<file path="src/rtl/gate_delay_meter_if.sv">
// Signal bundle between the delay meter, its requester and the gate under test.
// The master side issues start, plays the gate's return path and reads the results.
interface gate_delay_meter_if #(
  parameter int CNT_W = 8
);
  logic             start;
  logic             stim;
  logic             resp;
  logic             busy;
  logic             done;
  logic [CNT_W-1:0] delay;
  logic             timeout;
  logic             edge_rise;

  modport master (
    output start, resp,
    input  stim, busy, done, delay, timeout, edge_rise
  );

  modport slave (
    input  start, resp,
    output stim, busy, done, delay, timeout, edge_rise
  );
endinterface

</file>
<file path="src/rtl/gate_delay_meter.sv">
// Drives a toggle into a gate under test and reports its propagation delay in
// clock cycles, after first requiring the gate output to be stable for SETTLE cycles.
module gate_delay_meter #(
  parameter int CNT_W   = 8,
  parameter int TIMEOUT = 200,
  parameter int SETTLE  = 4,
  parameter int INVERT  = 1
) (
  input logic              clk,
  input logic              reset,
  gate_delay_meter_if.slave bus
);

  typedef enum logic [1:0] {
    ST_IDLE,
    ST_SETTLE,
    ST_MEASURE,
    ST_REPORT
  } state_t;

  localparam logic [CNT_W-1:0] TO_CNT   = CNT_W'(TIMEOUT);
  localparam logic [CNT_W-1:0] PIPE_LAT = CNT_W'(3);
  localparam logic [4:0]       SETTLE_N = 5'(SETTLE);

  state_t           state_q, state_d;
  logic [3:0]       settle_q, settle_d;
  logic [CNT_W-1:0] cyc_q, cyc_d;
  logic             stim_q, stim_d;
  logic             busy_q, busy_d;
  logic             done_q, done_d;
  logic [CNT_W-1:0] delay_q, delay_d;
  logic             timeout_q, timeout_d;
  logic             edge_q, edge_d;
  logic             r1, r2;

  logic             expected;
  logic             match;
  logic [CNT_W-1:0] cyc_inc;
  logic [4:0]       settle_inc;

  assign expected   = (INVERT != 0) ? ~stim_q : stim_q;
  assign match      = (r2 == expected);
  assign cyc_inc    = cyc_q + 1'b1;
  assign settle_inc = {1'b0, settle_q} + 5'd1;

  // NOTE: every variable gets a default before the case so no path leaves one
  // unassigned, which would otherwise infer a latch.
  always_comb begin
    state_d   = state_q;
    settle_d  = settle_q;
    cyc_d     = cyc_q;
    stim_d    = stim_q;
    busy_d    = busy_q;
    done_d    = 1'b0;
    delay_d   = delay_q;
    timeout_d = timeout_q;
    edge_d    = edge_q;

    case (state_q)
      ST_IDLE: begin
        if (bus.start) begin
          state_d  = ST_SETTLE;
          settle_d = '0;
          cyc_d    = '0;
          busy_d   = 1'b1;
        end
      end

      ST_SETTLE: begin
        cyc_d    = cyc_inc;
        settle_d = match ? settle_inc[3:0] : 4'd0;
        if (match && (settle_inc == SETTLE_N)) begin
          stim_d  = ~stim_q;
          cyc_d   = '0;
          state_d = ST_MEASURE;
        end else if (cyc_inc == TO_CNT) begin
          timeout_d = 1'b1;
          delay_d   = '1;
          done_d    = 1'b1;
          edge_d    = stim_q;
          state_d   = ST_REPORT;
        end
      end

      ST_MEASURE: begin
        cyc_d = cyc_inc;
        if (match) begin
          // Subtract register + synchronizer + sample latency; clamp so an early glitch cannot wrap.
          delay_d   = (cyc_inc < PIPE_LAT) ? '0 : cyc_inc - PIPE_LAT;
          timeout_d = 1'b0;
          done_d    = 1'b1;
          edge_d    = stim_q;
          state_d   = ST_REPORT;
        end else if (cyc_inc == TO_CNT) begin
          timeout_d = 1'b1;
          delay_d   = '1;
          done_d    = 1'b1;
          edge_d    = stim_q;
          state_d   = ST_REPORT;
        end
      end

      ST_REPORT: begin
        state_d = ST_IDLE;
        busy_d  = 1'b0;
      end

      default: state_d = ST_IDLE;
    endcase
  end

  // NOTE: sequential state uses non-blocking assignments so every flop samples
  // the pre-edge values, independent of statement order.
  always_ff @(posedge clk) begin
    if (reset) begin
      state_q   <= ST_IDLE;
      settle_q  <= '0;
      cyc_q     <= '0;
      stim_q    <= 1'b0;
      busy_q    <= 1'b0;
      done_q    <= 1'b0;
      delay_q   <= '0;
      timeout_q <= 1'b0;
      edge_q    <= 1'b0;
      r1        <= 1'b0;
      r2        <= 1'b0;
    end else begin
      state_q   <= state_d;
      settle_q  <= settle_d;
      cyc_q     <= cyc_d;
      stim_q    <= stim_d;
      busy_q    <= busy_d;
      done_q    <= done_d;
      delay_q   <= delay_d;
      timeout_q <= timeout_d;
      edge_q    <= edge_d;
      r1        <= bus.resp;
      r2        <= r1;
    end
  end

  assign bus.stim      = stim_q;
  assign bus.busy      = busy_q;
  assign bus.done      = done_q;
  assign bus.delay     = delay_q;
  assign bus.timeout   = timeout_q;
  assign bus.edge_rise = edge_q;

endmodule
</file>
<file path="src/flat_wrapper.sv">
// flat-port wrapper written by rule: the top's interface ports become plain ports
module gate_delay_meter_flat 
#(
  parameter int CNT_W   = 8,
  parameter int TIMEOUT = 200,
  parameter int SETTLE  = 4,
  parameter int INVERT  = 1
)
  (clk, reset, bus_start, bus_resp, bus_stim, bus_busy, bus_done, bus_delay, bus_timeout, bus_edge_rise);
  gate_delay_meter_if #(.CNT_W(CNT_W)) bus_i ();
  input logic clk;
  input logic reset;
  input wire logic [$bits(bus_i.start)-1:0] bus_start;
  input wire logic [$bits(bus_i.resp)-1:0] bus_resp;
  output wire logic [$bits(bus_i.stim)-1:0] bus_stim;
  output wire logic [$bits(bus_i.busy)-1:0] bus_busy;
  output wire logic [$bits(bus_i.done)-1:0] bus_done;
  output wire logic [$bits(bus_i.delay)-1:0] bus_delay;
  output wire logic [$bits(bus_i.timeout)-1:0] bus_timeout;
  output wire logic [$bits(bus_i.edge_rise)-1:0] bus_edge_rise;
  assign bus_i.start = bus_start;
  assign bus_i.resp = bus_resp;
  assign bus_stim = bus_i.stim;
  assign bus_busy = bus_i.busy;
  assign bus_done = bus_i.done;
  assign bus_delay = bus_i.delay;
  assign bus_timeout = bus_i.timeout;
  assign bus_edge_rise = bus_i.edge_rise;
  gate_delay_meter #(.CNT_W(CNT_W), .TIMEOUT(TIMEOUT), .SETTLE(SETTLE), .INVERT(INVERT)) u_core (.clk(clk), .reset(reset), .bus(bus_i));
endmodule
</file>
<file path="config.mk">
export PLATFORM = sky130hd
export DESIGN_NAME = gate_delay_meter_flat
export DESIGN_NICKNAME = d
export VERILOG_FILES = /design/src/rtl/gate_delay_meter_if.sv /design/src/rtl/gate_delay_meter.sv /design/src/flat_wrapper.sv
export SDC_FILE = /design/constraint.sdc
export NUM_CORES = 1
export LEC_CHECK = 0
export BUFFER_PORTS_ARGS = -buffer_cell sky130_fd_sc_hd__buf_2
export CELL_PAD_IN_SITES_DETAIL_PLACEMENT = 1
export CELL_PAD_IN_SITES_GLOBAL_PLACEMENT = 1
export CORE_MARGIN = 4
export CORE_UTILIZATION = 40
export DETAILED_ROUTE_END_ITERATION = 10
export PLACE_DENSITY_LB_ADDON = 0.1
export SYNTH_ARGS = -nofsm -noshare
export SYNTH_HDL_FRONTEND = slang
export SYNTH_SLANG_ARGS = --single-unit
</file>
<file path="constraint.sdc">
create_clock -name clk -period 2.4 [get_ports clk]
set_input_delay 0.48 -clock clk [delete_from_list [all_inputs] [get_ports clk]]
set_output_delay 0.48 -clock clk [all_outputs]
set_load 0.02 [all_outputs]
</file>
==> flow_results.xml <==
<?xml version="1.0" encoding="UTF-8"?>
<metrics>
  <group name="setup_path">
    <metric name="criticalPathCategory" unit="">reg2reg</metric>
    <metric name="critical_path.max_stage_delay" unit="ns">0.50</metric>
    <metric name="worst_endpoint_data_arrival_time" unit="ns">2.35</metric>
    <metric name="launching_element_of_the_worst_setup_path" unit="">u_core.cyc_q[0]</metric>
    <metric name="timing.critical_path.cells" unit="">buf_4, inv_1, ha_1, nor2_1, and3b_1, or4_1, nand3_1, a221oi_1</metric>
    <metric name="critPathBufInv" unit="">2</metric>
    <metric name="startpoint_type" unit="">register</metric>
    <metric name="critPathTopFamily" unit="">simple AND/OR/NAND/NOR gates</metric>
    <metric name="cp_data_required_time" unit="ns">2.54</metric>
    <metric name="cp_depth" unit="">8</metric>
    <metric name="critical_path_peak_fanout" unit="">10</metric>
    <metric name="critical-path-slowest-cell" unit="">or4_1</metric>
    <metric name="critical_path.reg2reg.startpoint" unit="">u_core.cyc_q[0]</metric>
    <metric name="r2r_cells" unit="">8</metric>
    <metric name="end_kind" unit="">register</metric>
  </group>
  <group name="placed_design">
    <metric name="detailedPlace.worstSlack" unit="ns">0.122</metric>
    <metric name="gp_congestion" unit="">0.839</metric>
    <metric name="post-place-cells" unit="">336</metric>
    <metric name="detailed_place_hpwl" unit="mm">4.13</metric>
    <metric name="port_buffers" unit="">16</metric>
  </group>
  <group name="die">
    <metric name="std_cell_rows" unit="">25</metric>
    <metric name="initial_utilization" unit="">0.417</metric>
    <metric name="floorplan.die_area" unit="sq um">6140</metric>
    <metric name="die-width" unit="um">78.4</metric>
    <metric name="boundaryPins" unit="">17</metric>
    <metric name="core-area" unit="sq um">4750</metric>
    <metric name="die_h" unit="um">78.4</metric>
  </group>
  <group name="timing">
    <metric name="period_needed" unit="ns">2.21</metric>
    <metric name="fin_skew" unit="ns">0.00850</metric>
    <metric name="timing_max_transition_violations_final" unit="">0</metric>
    <metric name="max_freq" unit="MHz">451</metric>
    <metric name="timing_worst_slew_pin_value" unit="ns">0.567</metric>
    <metric name="setup_viol" unit="">0</metric>
    <metric name="finalHoldViolCount" unit="">0</metric>
    <metric name="final.period_utilization" unit="">0.923</metric>
    <metric name="postLayoutSetupSlackWorst" unit="ns">0.185</metric>
    <metric name="rsz0062_at_grt" unit="">true</metric>
    <metric name="max-slew-margin-rel" unit="">0.621</metric>
    <metric name="timing.setup.tns" unit="ns">0</metric>
  </group>
  <group name="drt">
    <metric name="totalWireLength" unit="mm">5.58</metric>
    <metric name="ant_nets" unit="">0</metric>
    <metric name="dr_total_vias" unit="">1957</metric>
    <metric name="detail_route.drc_violations" unit="">0</metric>
    <metric name="drtPass1Iterations" unit="">4</metric>
    <metric name="vias_per_cell" unit="">5.69</metric>
    <metric name="drt_iter0_drc" unit="">148</metric>
    <metric name="average_wire_per_standard_cell" unit="um">16.2</metric>
  </group>
  <group name="cells_and_area">
    <metric name="layout_commonest_cell" unit="">dfxtp_1</metric>
    <metric name="layoutNonFillerInstCount" unit="">344</metric>
    <metric name="seq_area" unit="sq um">581</metric>
    <metric name="multi_input_combinational_cell_area" unit="sq um">1290</metric>
    <metric name="layout-drive-gt1-share" unit="">0.173</metric>
    <metric name="area_growth_syn_to_layout" unit="%">18.8</metric>
    <metric name="commonest_non_fill_non_tap_cells_in_the_layout" unit="">dfxtp_1 (29), nor2_1 (26), buf_4 (17)</metric>
    <metric name="nets" unit="">290</metric>
    <metric name="fillCellCount" unit="">602</metric>
    <metric name="num_antenna_cells" unit="">0</metric>
  </group>
  <group name="pwr">
    <metric name="power_per_cell_area" unit="nW/um^2">535</metric>
    <metric name="peakVddDrop" unit="mV">0.229</metric>
    <metric name="power.leakage" unit="nW">1.00</metric>
    <metric name="power" unit="mW">1.26</metric>
  </group>
  <group name="clock_network">
    <metric name="ctsRootBufferMaster" unit="">clkbuf_8</metric>
    <metric name="cts_htree_levels" unit="">2</metric>
    <metric name="clockBufferDepth" unit="">2</metric>
    <metric name="insertion_delay" unit="ns">0.29</metric>
    <metric name="cts.sink_count" unit="">29</metric>
    <metric name="cts_buffers" unit="">5</metric>
    <metric name="tritoncts" unit="">yes</metric>
    <metric name="clk_transition_reported_paths" unit="ns">0.07</metric>
  </group>
  <group name="synthesis">
    <metric name="ys_ff_latch" unit="">29</metric>
    <metric name="synth.net_count" unit="">263</metric>
    <metric name="yosysSeqAreaShare" unit="">0.293</metric>
    <metric name="post_synth_num_cell_types" unit="">53</metric>
    <metric name="post_synth_instance_area" unit="sq um">1980</metric>
    <metric name="netlist.top_cell.by_area" unit="">dfxtp_1</metric>
    <metric name="asyncSetResetFlopFracSynth" unit="">0</metric>
    <metric name="synthesis.yosys.warnings" unit="">0</metric>
    <metric name="synthCells" unit="">249</metric>
    <metric name="ys_dominant_reg_cell" unit="">dfxtp_1</metric>
    <metric name="post-synth-top-area-fraction" unit="">0.293</metric>
    <metric name="postSynthAreaPerCell" unit="sq um">7.96</metric>
    <metric name="synth_top_cells_by_area" unit="">dfxtp_1 (29%), ha_1 (6.3%), nor2_1 (4.9%)</metric>
    <metric name="synth_enable_flop_cells" unit="">0</metric>
  </group>
  <group name="global_routing">
    <metric name="grt_overflow" unit="">0</metric>
    <metric name="use_met2" unit="">0.297</metric>
    <metric name="global_route.usage.total" unit="">0.197</metric>
    <metric name="grtUsageMet3" unit="">0.0378</metric>
    <metric name="m1_gr_usage" unit="">0.281</metric>
    <metric name="number_of_antenna_violations_at_the_first_check_in_global_routing" unit="">0</metric>
    <metric name="grt_first_pass_wirelength" unit="mm">9.58</metric>
    <metric name="grt_max_degree" unit="">22</metric>
    <metric name="grt-busiest-layer" unit="">met2</metric>
    <metric name="vias_in_the_first_global_route" unit="">1864</metric>
  </group>
  <group name="min_path">
    <metric name="timing.hold.worst.class" unit="">in2reg</metric>
    <metric name="min-delay-start" unit="">bus_resp</metric>
    <metric name="min_path_cells" unit="">2</metric>
  </group>
  <group name="run_status">
    <metric name="outcome" unit="">complete, no violations</metric>
  </group>
  <group name="run">
    <metric name="cap_viol_max_count" unit="">0</metric>
  </group>
</metrics>
==> layer usage <==
layer	routed length (um)	vias up
met1	2900	947
li1	-	970
met3	171	8
met2	2430	32
met5	0	-
met4	78	0
==> cells by family (layout without fill, tap and decap cells) <==
kind of cell	Yosys count	in the layout	share of synthesized area
and+or+nand+nor	95	95	0.254
buffers and inverters	28	56	0.0568
adders and majority gates	10	10	0.0631
AOI/OAI and AO/OA	75	75	0.279
xor gates and xnor gates	10	10	0.0442
DFF	29	29	0.293
muxes	2	2	0.0101
==> flip-flops by register name, indices dropped and copies added, names as in the netlist, 2 cells and up <==
signal	flops
u_core.state_q	2
u_core.settle_q	4
u_core.bus.delay	8
u_core.cyc_q	8
==> worst paths after layout <==
| path | slack, ns | endpoint |
|---|---|---|
| max | 0.19 | u_core.bus.delay[5] |
| min reg2reg | 0.45 | u_core.r2 |
| min | 0.40 | u_core.r1 |
| max reg2reg | 0.19 | u_core.bus.delay[5] |
==> through the flow <==
stage          area (sq um)  utilization  hold WS, ns
3_5_place_dp           2220        0.466        0.434
4_1_cts                2350        0.494        0.398
3_3_place_gp           2220        0.466        0.438
2_1_floorplan          1980            -        0.414
6_report               2350        0.495        0.403
5_1_grt                2350        0.495        0.450
==> cell usage after synthesis (5+ instances only) <==
cell type  count
xnor2_1        6
nand3_1       10
a221oi_1       8
nand4_1        5
nor2b_1        5
a21oi_1       13
a31oi_1        5
o21ai_0       14
ha_1          10
inv_1         15
dfxtp_1       29
clkbuf_1       7
nand2_1       16
and3_1         5
buf_2          5
nor2_1        26
==> report_power, final <==
group          switching, mW  internal (mW)
logic                 0.0907         0.0521
clock network          0.204          0.412
registers            0.00901          0.492
total                  0.303          0.957
==> layout make-up <==
| class | instances | share of cell area |
|---|---|---|
| Clock buffer | 5 | 0.0292 |
| Clock inverter | 3 | 0.0276 |
| Inverter | 15 | 0.0239 |
| Multi-Input combinational cell | 192 | 0.549 |
| Sequential cell | 29 | 0.247 |
| Tap cell | 67 | 0.0356 |
| Timing Repair Buffer | 33 | 0.0882 |
==> what timing repair did <==
action	in CTS	in global routing
setup buffers	0	0
setup endpoints to repair	0	4
hold buffers	0	0
resized for setup	0	3
No activity file was read; power rests on OpenSTA's default activity.
